[src/rtl/sram_march_tester_if.sv]
// sram_march_tester_if: RAM-side bus between the march tester (master) and the 64x8 single-port RAM (slave)
interface sram_march_tester_if #(
    parameter int ADDR_W = 6,
    parameter int DATA_W = 8
);
    logic              o_ram_ce;
    logic              o_ram_we;
    logic [ADDR_W-1:0] o_ram_addr;
    logic [DATA_W-1:0] o_ram_wdata;
    logic [DATA_W-1:0] i_ram_rdata;

    modport master (
        output o_ram_ce, o_ram_we, o_ram_addr, o_ram_wdata,
        input  i_ram_rdata
    );

    modport slave (
        input  o_ram_ce, o_ram_we, o_ram_addr, o_ram_wdata,
        output i_ram_rdata
    );
endinterface

[src/rtl/sram_march_tester.sv]
// sram_march_tester: writes seed^addr and its inverse through the RAM, reads each back, reports pass/err count/first fail address
module sram_march_tester #(
    parameter int ADDR_W = 6,
    parameter int DATA_W = 8
) (
    input  logic                i_clk,
    input  logic                i_rst_n,
    input  logic                i_start,
    input  logic [DATA_W-1:0]   i_seed,
    sram_march_tester_if.master ram,
    output logic                o_busy,
    output logic                o_done,
    output logic                o_pass,
    output logic [ADDR_W+1:0]   o_err_cnt,
    output logic [ADDR_W-1:0]   o_fail_addr
);
    localparam logic [ADDR_W-1:0] LAST = '1;

    typedef enum logic [2:0] {IDLE, WR0, RD0, DR0, WR1, RD1, DR1, DONE} state_t;

    state_t              r_state, w_nstate;
    logic [ADDR_W-1:0]   r_addr, w_naddr;
    logic [DATA_W-1:0]   r_seed, w_nseed;
    logic                w_accept;
    logic                r_cv;
    logic [ADDR_W-1:0]   r_caddr;
    logic                r_cinv;
    logic [DATA_W-1:0]   w_exp;
    logic                w_mis;
    logic [ADDR_W+1:0]   w_nerr;

    assign ram.o_ram_addr = r_addr;

    // Next state and next address: one address per cycle through each write/read sweep.
    always_comb begin
        w_nstate = r_state;
        w_naddr  = r_addr;
        w_accept = 1'b0;
        unique case (r_state)
            IDLE: begin
                if (i_start) begin
                    w_accept = 1'b1;
                    w_nstate = WR0;
                    w_naddr  = '0;
                end
            end
            WR0, RD0, WR1, RD1: begin
                w_naddr = r_addr + 1'b1;
                if (r_addr == LAST) begin
                    w_naddr  = '0;
                    w_nstate = r_state == WR0 ? RD0 : r_state == RD0 ? DR0 : r_state == WR1 ? RD1 : DR1;
                end
            end
            DR0:     w_nstate = WR1;
            DR1:     w_nstate = DONE;
            DONE:    w_nstate = IDLE;
            default: w_nstate = IDLE;
        endcase
        w_nseed = w_accept ? i_seed : r_seed;
    end

    // Compare the word read one cycle ago against the pattern of the address it was issued with.
    always_comb begin
        w_exp  = (DATA_W'(r_caddr) ^ r_seed) ^ {DATA_W{r_cinv}};
        w_mis  = r_cv && (ram.i_ram_rdata != w_exp);
        w_nerr = w_accept ? '0 : o_err_cnt + {{(ADDR_W+1){1'b0}}, w_mis};
    end

    // State register.
    always_ff @(posedge i_clk or negedge i_rst_n) begin
        if (!i_rst_n) r_state <= IDLE;
        else          r_state <= w_nstate;
    end

    // Registered RAM bus, compare pipeline and run results; every output is a flop.
    always_ff @(posedge i_clk or negedge i_rst_n) begin
        if (!i_rst_n) begin
            r_addr          <= '0;
            r_seed          <= '0;
            ram.o_ram_ce    <= 1'b0;
            ram.o_ram_we    <= 1'b0;
            ram.o_ram_wdata <= '0;
            r_cv            <= 1'b0;
            r_caddr         <= '0;
            r_cinv          <= 1'b0;
            o_busy          <= 1'b0;
            o_done          <= 1'b0;
            o_pass          <= 1'b0;
            o_err_cnt       <= '0;
            o_fail_addr     <= '0;
        end else begin
            r_addr          <= w_naddr;
            r_seed          <= w_nseed;
            ram.o_ram_ce    <= w_nstate == WR0 || w_nstate == RD0 || w_nstate == WR1 || w_nstate == RD1;
            ram.o_ram_we    <= w_nstate == WR0 || w_nstate == WR1;
            ram.o_ram_wdata <= (DATA_W'(w_naddr) ^ w_nseed) ^ {DATA_W{w_nstate == WR1}};
            r_cv            <= r_state == RD0 || r_state == RD1;
            r_caddr         <= r_addr;
            r_cinv          <= r_state == RD1;
            o_busy          <= w_nstate != IDLE;
            o_done          <= w_nstate == DONE;
            o_pass          <= w_accept ? 1'b0 : w_nstate == DONE ? w_nerr == '0 : o_pass;
            o_err_cnt       <= w_nerr;
            o_fail_addr     <= w_accept ? '0 : (w_mis && o_err_cnt == '0) ? r_caddr : o_fail_addr;
        end
    end
endmodule

[src/flat_wrapper.sv]
// flat-port wrapper written by rule: the top's interface ports become plain ports
module sram_march_tester_flat 
#(
    parameter int ADDR_W = 6,
    parameter int DATA_W = 8
)
  (i_clk, i_rst_n, i_start, i_seed, o_busy, o_done, o_pass, o_err_cnt, o_fail_addr, ram_o_ram_ce, ram_o_ram_we, ram_o_ram_addr, ram_o_ram_wdata, ram_i_ram_rdata);
  sram_march_tester_if #(.ADDR_W(ADDR_W), .DATA_W(DATA_W)) ram_i ();
  input  logic i_clk;
  input  logic i_rst_n;
  input  logic i_start;
  input  logic [DATA_W-1:0] i_seed;
  output logic o_busy;
  output logic o_done;
  output logic o_pass;
  output logic [ADDR_W+1:0] o_err_cnt;
  output logic [ADDR_W-1:0] o_fail_addr;
  output wire logic [$bits(ram_i.o_ram_ce)-1:0] ram_o_ram_ce;
  output wire logic [$bits(ram_i.o_ram_we)-1:0] ram_o_ram_we;
  output wire logic [$bits(ram_i.o_ram_addr)-1:0] ram_o_ram_addr;
  output wire logic [$bits(ram_i.o_ram_wdata)-1:0] ram_o_ram_wdata;
  input wire logic [$bits(ram_i.i_ram_rdata)-1:0] ram_i_ram_rdata;
  assign ram_o_ram_ce = ram_i.o_ram_ce;
  assign ram_o_ram_we = ram_i.o_ram_we;
  assign ram_o_ram_addr = ram_i.o_ram_addr;
  assign ram_o_ram_wdata = ram_i.o_ram_wdata;
  assign ram_i.i_ram_rdata = ram_i_ram_rdata;
  sram_march_tester #(.ADDR_W(ADDR_W), .DATA_W(DATA_W)) u_core (.i_clk(i_clk), .i_rst_n(i_rst_n), .i_start(i_start), .i_seed(i_seed), .ram(ram_i), .o_busy(o_busy), .o_done(o_done), .o_pass(o_pass), .o_err_cnt(o_err_cnt), .o_fail_addr(o_fail_addr));
endmodule
[config.mk]
export PLATFORM = sky130hd
export DESIGN_NAME = sram_march_tester_flat
export DESIGN_NICKNAME = d
export VERILOG_FILES = /design/src/rtl/sram_march_tester_if.sv /design/src/rtl/sram_march_tester.sv /design/src/flat_wrapper.sv
export SDC_FILE = /design/constraint.sdc
export NUM_CORES = 1
export LEC_CHECK = 0
export CORE_ASPECT_RATIO = 0.8
export CORE_UTILIZATION = 50
export DETAILED_ROUTE_END_ITERATION = 8
export GPL_TIMING_DRIVEN = 0
export PLACE_DENSITY = 0.77
export SYNTH_ARGS = -nofsm -noshare
export SYNTH_HDL_FRONTEND = slang
export SYNTH_SLANG_ARGS = --single-unit
[constraint.sdc]
create_clock -name i_clk -period 7.2 [get_ports i_clk]
set_input_delay 1.08 -clock i_clk [delete_from_list [all_inputs] [get_ports i_clk]]
set_output_delay 1.08 -clock i_clk [all_outputs]
set_load 0.1 [all_outputs]
==> flow_summary.toml, run 1 <==
[route]
ant_nets = 0
num_vias = 1848
wl_per_cell_um = 14.32
drc = 0
vias_per_cell = 5.220
drt_wl_total_um = 5071
first_pass_iters = 4
drtIter0Drc = 133

[finish]
drive_above_1_share_pct = 9.184
nets = 315
num_antenna_cells = 0
area_growth_pct = 27.60

[cts]
clockBufferDepth = 2
cts_setup_buffers = 0
cts_resized = 0
cts_max_level = 2
clk_pin_slew_worst_paths_ns = 0.10
clock-sinks = 52
postCtsHoldBufs = 0
clock_latency_ns = 0.30
cts_made_buffers = 5
cts_tree = "yes"
root_buffer = "clkbuf_8"

[critical_path]
reg2reg_from = "u_core.r_cinv"
required_ns = 7.42
path_cells = "clkdlybuf4s50_1 > xor2_1 > xnor2_1 > nor4_1 > a21oi_1 > ha_1 > ha_1 > nand3_1 > xor2_1 > a41oi_1 > o21ai_0"
cp-end-kind = "flop"
startpoint = "ram_i_ram_rdata[2]"
crit_buf_inv = 1
cpLargestDelayFamily = "simple AND/OR/NAND/NOR gates"
crit_path_top_delay_cell = "clkdlybuf4s50_1"
r2r-end = "u_core.o_pass"
worst-r2r-cell-count = 11
critPathLaunchType = "input pin"
slowest_delay_ns = 0.48
crit_type = "input pin to flop"
crit_arrival_ns = 3.70
rrSetupSlack_ns = 4.44
path_max_fanout = 5

[synthesis]
syn_avg_cell_area_um2 = 10.81
syn_nets = 256
yosys_register_bits = 52
synthCells = 234
synth_top_area_share_pct = 51.43
synth_warnings = 0
yosysUniqueCellTypes = 42
ys_seq_area_share_pct = 51.43
synth_top_area_cell = "dfrtp_1"
synth_edf_count = 0
synth.area.top_cells = "dfrtp_1 (51%), xnor2_1 (8.3%), nand2_1 (5.5%)"
syn-cell-area_mm2 = 0.002530
synth-async-reset-ratio_pct = 100.0
synth_flop_cell = "dfrtp_1"

[die]
dieWidth_um = 81.53
start_util_pct = 53.44
die_h_um = 65.62
ios = 52
fp-row-count = 22
dieArea_mm2 = 0.005350
core_mm2 = 0.004735

[flow_run]
maxCapViolations = 0

[timing]
drv_slew = 0
fmax_mhz = 287.5
rsz0062_at_grt = "no"
finClkSkew_ns = 0.006987
hold_viol = 0
tns_ns = 0
timing.final.crit_share_pct = 48.30
worst_pin_slew_ns = 0.9791
setup_viol = 0
min_period_ns = 3.478
relSlewSlack_pct = 34.52

[placement]
io_buffers = 51
hpwl_um = 3767
routabilityCongestion = 0.8278

[worst_hold_path]
hold_depth = 0
hold_end = "u_core.r_caddr[4]"
hold_path.startpoint = "u_core.ram.o_ram_addr[4]"
hp-class = "flop to flop"

[global_route]
grt_pass1_wl_um = 8231
grt_overflow = 0
antenna_found_initial = 0
grt_pass1_vias = 1754
grt_max_degree = 28
grtUsageTotal_pct = 20.72

[run_status]
outcome = "finished clean"
worst max-delay path by stage:
stage	end	slack, ns	depth (start not counted)
floorplan	u_core.o_pass	4.15	10
global placement	u_core.o_pass	3.46	10
detailed placement	u_core.o_pass	3.45	11
CTS	u_core.o_pass	3.75	11
global route	u_core.o_pass	3.62	11
finish	u_core.o_pass	3.72	11
cells in the final DEF, fill, tap and decap left out, types with 2 or more instances in the layout:
cell type	n
buf_2	7
xnor2_1	24
nand2b_1	3
clkdlybuf4s50_1	50
a211oi_1	2
clkbuf_8	6
nor3_1	6
inv_1	5
clkbuf_1	5
mux2i_1	7
xor3_1	2
nand2_1	37
nor2_1	12
ha_1	3
o21ai_0	8
or2_2	2
a31oi_1	2
a21oi_1	4
xor2_1	15
and3_4	2
dfrtp_1	52
and3_1	3
nand3_1	9
mux2_2	2
clkinvlp_4	2
nor4_1	4
routing by layer:
metal / part of all wire [%] / global-route usage (%) / vias up
met1: 49 / 28.92 / 873
li1: - / - / 922
met5: 0 / 0 / -
met3: 3.9 / 3.750 / 7
met4: 0.91 / 5.580 / 0
met2: 46 / 33.02 / 46
synth_stat cells, drive strengths merged (2+ instances only):
cell type / n
a211oi: 2
a21oi: 4
a31oi: 2
and3: 5
buf: 7
clkbuf: 5
dfrtp: 52
ha: 3
inv: 5
mux2: 2
mux2i: 7
nand2: 37
nand2b: 3
nand3: 9
nor2: 12
nor3: 6
nor4: 4
o21ai: 8
or2: 2
xnor2: 24
xor2: 15
xor3: 2
cells by family after synthesis:
| group | Yosys count | synth area share [%] |
|---|---|---|
| mux | 9 | 3.660 |
| buf+inv | 17 | 3.116 |
| simple gates | 82 | 15.97 |
| fa+ha+maj | 3 | 1.484 |
| compound gates | 30 | 8.952 |
| xor+xnor | 41 | 15.38 |
| flops | 52 | 51.43 |
final cells by class:
type | instances | area (µm²)
Fill cell | 379 | 1506
Multi-Input combinational cell | 165 | 1150
Buffer | 12 | 60.06
Timing Repair Buffer | 52 | 525.5
Clock buffer | 6 | 82.58
Tap cell | 60 | 75.07
Inverter | 5 | 18.77
Clock inverter | 2 | 15.01
Sequential cell | 52 | 1301
state kept, by name (all words and copies together), names as in the netlist:
| register | count |
|---|---|
| u_core.o_err_cnt | 8 |
| u_core.o_pass | 1 |
| u_core.r_seed | 8 |
| u_core.o_busy | 1 |
| u_core.ram.o_ram_addr | 6 |
| u_core.o_fail_addr | 6 |
| u_core.ram.o_ram_we | 1 |
| u_core.ram.o_ram_ce | 1 |
| u_core.o_done | 1 |
| u_core.r_cinv | 1 |
| u_core.r_cv | 1 |
| u_core.ram.o_ram_wdata | 8 |
| u_core.r_state | 3 |
| u_core.r_caddr | 6 |
stage by stage:
stage / cells / util (%) / hold WS, ns / setup slack [ns] / cell area, µm²
3_3_place_gp: 345 / 65.80 / 0.4709 / 3.462 / 3115
6_report: 354 / 68.18 / 0.5084 / 3.722 / 3228
4_1_cts: 354 / 68.18 / 0.5056 / 3.752 / 3228
2_1_floorplan: 234 / - / 0.4877 / 4.146 / 2530
5_1_grt: 354 / 68.18 / 0.5214 / 3.620 / 3228
3_5_place_dp: 346 / 66.12 / 0.4826 / 3.454 / 3131
Power of run 1 is left out: the tool's default activity adds up to more than one toggle a clock period on the data nets, which glitch-free logic cannot reach.
==> run 2, diff against run 1 <==
- clock period: 7.2 -> 3.3 ns (I/O delays scaled with it)
==> results of run 2 <==
Same layout as run 1 (identical final DEF). Status: finished clean.
Among the figures that moved: setup slack after placement 3.454 ns -> 0.1393 ns; setup slack after layout 3.722 ns -> 0.4073 ns; hold slack 0.5084 ns -> 0.1870 ns; register-to-register setup slack 4.44 ns -> 0.54 ns
Power of run 2 is left out for the same reason.
==> run 3, diff against run 2 <==
- CTS_BUF_LIST: not set -> sky130_fd_sc_hd__clkbuf_4
==> run 3 against run 2 <==
Effect of this change: critical path depth stayed put; clock skew is 0.0035 ns higher; global-route usage is 0.12 points higher; register-to-register slack better by 0.03 ns; cell count stayed put.
==> flow_summary.toml, run 3 (synthesis gave the netlist of run 1 again) <==
[critical_path]
reg2reg_from = "u_core.r_cinv"
cpLargestDelayFamily = "simple AND/OR/NAND/NOR gates"
crit_arrival_ns = 3.08
worst-r2r-cell-count = 11
slowest_delay_ns = 0.48
cp-end-kind = "flop"
path_cells = "clkdlybuf4s50_1 > xor2_1 > xnor2_1 > nor4_1 > a21oi_1 > ha_1 > ha_1 > nand3_1 > xor2_1 > a41oi_1 > o21ai_0"
rrSetupSlack_ns = 0.57
crit_path_top_delay_cell = "clkdlybuf4s50_1"
startpoint = "ram_i_ram_rdata[2]"
required_ns = 3.60
path_max_fanout = 5
critPathLaunchType = "input pin"
r2r-end = "u_core.o_pass"
crit_type = "input pin to flop"
crit_buf_inv = 1

[global_route]
grt_pass1_wl_um = 8231
grt_max_degree = 28
grt_overflow = 0
grtUsageTotal_pct = 20.84
grt_pass1_vias = 1745
antenna_found_initial = 0

[flow_run]
maxCapViolations = 0

[die]
start_util_pct = 53.44
ios = 52
dieWidth_um = 81.53
dieArea_mm2 = 0.005350
fp-row-count = 22
core_mm2 = 0.004735
die_h_um = 65.62

[route]
first_pass_iters = 4
drc = 0
drt_wl_total_um = 5035
wl_per_cell_um = 14.22
drtIter0Drc = 162
num_vias = 1862
ant_nets = 0
vias_per_cell = 5.260

[cts]
cts_setup_buffers = 0
clock_latency_ns = 0.37
cts_resized = 0
clockBufferDepth = 2
cts_max_level = 2
cts_tree = "yes"
postCtsHoldBufs = 0
root_buffer = "clkbuf_4"
clock-sinks = 52
cts_made_buffers = 5
clk_pin_slew_worst_paths_ns = 0.15

[timing]
fin_ws_ns = 0.5260
setup_viol = 0
fmax_mhz = 360.5
rsz0062_at_grt = "no"
timing.final.crit_share_pct = 84.06
relSlewSlack_pct = 34.44
hold_viol = 0
finClkSkew_ns = 0.01045
drv_slew = 0
min_period_ns = 2.774
worst_pin_slew_ns = 0.9803
tns_ns = 0

[finish]
layout_commonest_cell = "dfrtp_1"
drive_above_1_share_pct = 8.844
final_util_pct = 67.31
num_antenna_cells = 0
nets = 315
reg_top3 = "u_core.o_err_cnt: 8 flops, u_core.r_seed: 8 flops, u_core.ram.o_ram_wdata: 8 flops"
layout_common_cells = "dfrtp_1 (52), clkdlybuf4s50_1 (50), nand2_1 (37)"
area_growth_pct = 25.96

[placement]
hpwl_um = 3767
routabilityCongestion = 0.8278
place_ws_ns = 0.1393
io_buffers = 51

[run_status]
outcome = "finished clean"

[worst_hold_path]
hp-class = "input pin to async pin"
run 3: worst max-delay path by stage:
stage / to / slack, ns / depth (start not counted)
finish: u_core.o_pass / 0.53 / 11
global route: u_core.o_pass / 0.44 / 11
CTS: u_core.o_pass / 0.55 / 11
detailed placement: u_core.o_pass / 0.14 / 11
global placement: u_core.o_pass / 0.15 / 10
floorplan: u_core.o_pass / 0.83 / 10
run 3: through the flow:
stage	instances	hold slack, ns	cell area [µm²]
after floorplan	234	0.1994	2530
after global placement	345	0.4709	3115
after detailed placement	346	0.4826	3131
after CTS	354	0.1065	3187
after global routing	354	0.1368	3187
final	354	0.1030	3187
run 3: final cells by class:
class                      instances  area [µm²]
fill                             376        1548
sequential                        52        1301
multi-input combinational        165        1150
timing repair buffer              52       525.5
tap                               60       75.07
buffer                            12       60.06
clock buffer                       5       37.54
clock inverter                     3       18.77
inverter                           5       18.77
run 3: metal layers:
layer | GRT usage [%] | up-vias | part of all wire (%)
met4 | 6.250 | 0 | 0.20
met2 | 32.81 | 54 | 46
met5 | 0 | - | 0
met3 | 4.167 | 4 | 5.1
met1 | 28.92 | 882 | 48
li1 | - | 922 | -
Power of run 3 is left out for the same reason.
==> edit, RTL diff (config.mk and constraints of run 2) <==
Add an input register stage for `i_start` and `i_seed`, with the module's reset; this delays them by one clock. The other inputs are not delayed to match.
--- a/src/rtl/sram_march_tester.sv
+++ b/src/rtl/sram_march_tester.sv
@@ -18,4 +18,17 @@
 
     typedef enum logic [2:0] {IDLE, WR0, RD0, DR0, WR1, RD1, DR1, DONE} state_t;
+
+    logic i_start_q;
+    logic [DATA_W-1:0] i_seed_q;
+
+    always_ff @(posedge i_clk or negedge i_rst_n) begin
+        if (!i_rst_n) begin
+            i_start_q <= '0;
+            i_seed_q  <= '0;
+        end else begin
+            i_start_q <= i_start;
+            i_seed_q  <= i_seed;
+        end
+    end
 
     state_t              r_state, w_nstate;
@@ -39,5 +52,5 @@
         unique case (r_state)
             IDLE: begin
-                if (i_start) begin
+                if (i_start_q) begin
                     w_accept = 1'b1;
                     w_nstate = WR0;
@@ -57,5 +70,5 @@
             default: w_nstate = IDLE;
         endcase
-        w_nseed = w_accept ? i_seed : r_seed;
+        w_nseed = w_accept ? i_seed_q : r_seed;
     end
 
Formal check against the unedited RTL: not equivalent (a bounded check fails within 4 cycles, from zero or initial values and one cycle with i_rst_n low).
==> edit against run 2 <==
Clock skew is 2.2 ps lower; hold slack better by 75 ps; highest routed layer unchanged; setup slack worse by 230 ps; count of clock-buffer cells in the layout is 7 higher; wire length rose by 12%; register-to-register slack worse by 260 ps; sequential cell count increased by 9; area after synthesis grew 12%; cell area is 12% higher.
Power is not shown: default switching activity piles up to over one toggle a cycle in this logic, so the estimate is an artifact.
==> edit: results (changes against run 2) <==
stage;metric;value;unit;change
timing;tightest_slew;973;ps;-6.55 ps
place;placed_area;0.00345;mm^2;+10%
setup_path;r2r-start;u_core.r_seed[4];;
finish;drive_gt1_frac;0.0981;;+0.00626
global_routing;met1_usage;0.279;;-0.00990
global_routing;first_global_vias;2025;;+15%
setup_path;arrival;3380;ps;+260 ps
run_status;status;finished clean;;
cts;h-tree-depth;3;;+1
place;dp_slack;-279;ps;-418 ps
detailed_routing;vias;2078;;+12%
finish;fillers;415;;+9.5%
detailed_routing;highest_layer;met4;;
detailed_routing;drt_first_pass_iters;5;;+1
yosys;synth_xor_area_frac;0.142;;-0.0119
global_routing;grt_use_met2;0.322;;-0.00834
setup_path;slowest_delay;500;ps;+20 ps
cts;insertion_delay;340;ps;+40 ps
cts;cts_setup_buffers;0;;unchanged
yosys;synth_common_cells;61 x dfrtp_1, 41 x nand2_1, 14 x xnor2_1;;
global_routing;use_met3;0.0655;;+0.0280
detailed_routing;wl_met1;2.56;mm;+2.3%
setup_path;path_delay_family;simple AND/OR/NAND/NOR gates;;
place;dp_hpwl;4.11;mm;+9.1%
place;port_buffers;51;;unchanged
global_routing;track_usage;0.208;;+0.00104
yosys;synth_fa_ha_area_frac;0.0133;;-0.00153
yosys;synth-compound-area-share;0.101;;+0.0111
timing;post-route-min-period;3130;ps;+234 ps
cts;numCtsBuffers;9;;+4
detailed_routing;drtIter0Drc;77;;-42%
timing;hold_ws;262;ps;+75.4 ps
setup_path;reg2reg_slack;280;ps;-260 ps
yosys;synth_cell_type_count;41;;-2.4%
cts;cts-root-buf;clkbuf_8;;
global_routing;grt_pass1_wl;9.42;mm;+14%
detailed_routing;met2WireLength;2.73;mm;+17%
place;gp_congestion;0.850;;+2.7%
detailed_routing;wl_met3;289;um;+47%
detailed_routing;wl_per_cell;14.4;um;+0.19%
yosys;synth.top_cells.by_area;dfrtp_1 54%, xor3_1 6.7%, nand2_1 5.5%;;
yosys;synth_mux_area_frac;0.0133;;-0.0233
yosys;synth_seq_area_share;0.541;;+0.0267
place;dp.cells;379;;+9.5%
cts;path_clk_slew;60;ps;-40 ps
finish;layout.nets;334;;+6.0%
setup_path;startpoint;ram_i_ram_rdata[1];;
timing;skew;4.77;ps;-2.22 ps
setup_path;r2r_cells;11;;unchanged
setup_path;path_max_fanout;7;;+2
yosys;synth_nets;271;;+5.9%
yosys;synth_ff_type;dfrtp_1;;
finish;final_cells;394;;+11%
yosys;syn_inst;249;;+6.4%
global_routing;grt_max_degree;38;;+36%
-- edit: worst reg2reg max path: cells and delay by family, from the launching register on --
family | cells | cell delay, ps
AO/OA/AOI/OAI | 4 | 760
XOR/XNOR | 1 | 430
adder cells (fa/ha/maj) | 1 | 220
flip-flops | 1 | 370
AND/OR/NAND/NOR | 5 | 1150
-- edit: logic make-up (layout without fill, tap and decap cells) --
logic type	count (synthesis)	count (layout)
compound gates	42	42
flops	61	61
mux	3	3
xor+xnor	32	32
simple gates	95	95
fa+ha+maj	3	3
buf+inv	13	80
-- edit: area by class of cell --
class                           count  area, um^2  share of cell area
Tap cell                           78        97.6              0.0270
Multi-Input combinational cell    175        1240               0.343
Timing Repair Buffer               52         533               0.147
Buffer                             11        56.3              0.0155
Clock inverter                      2        10.0             0.00276
Clock buffer                       13         149              0.0411
Inverter                            2        7.51             0.00207
Sequential cell                    61        1530               0.422
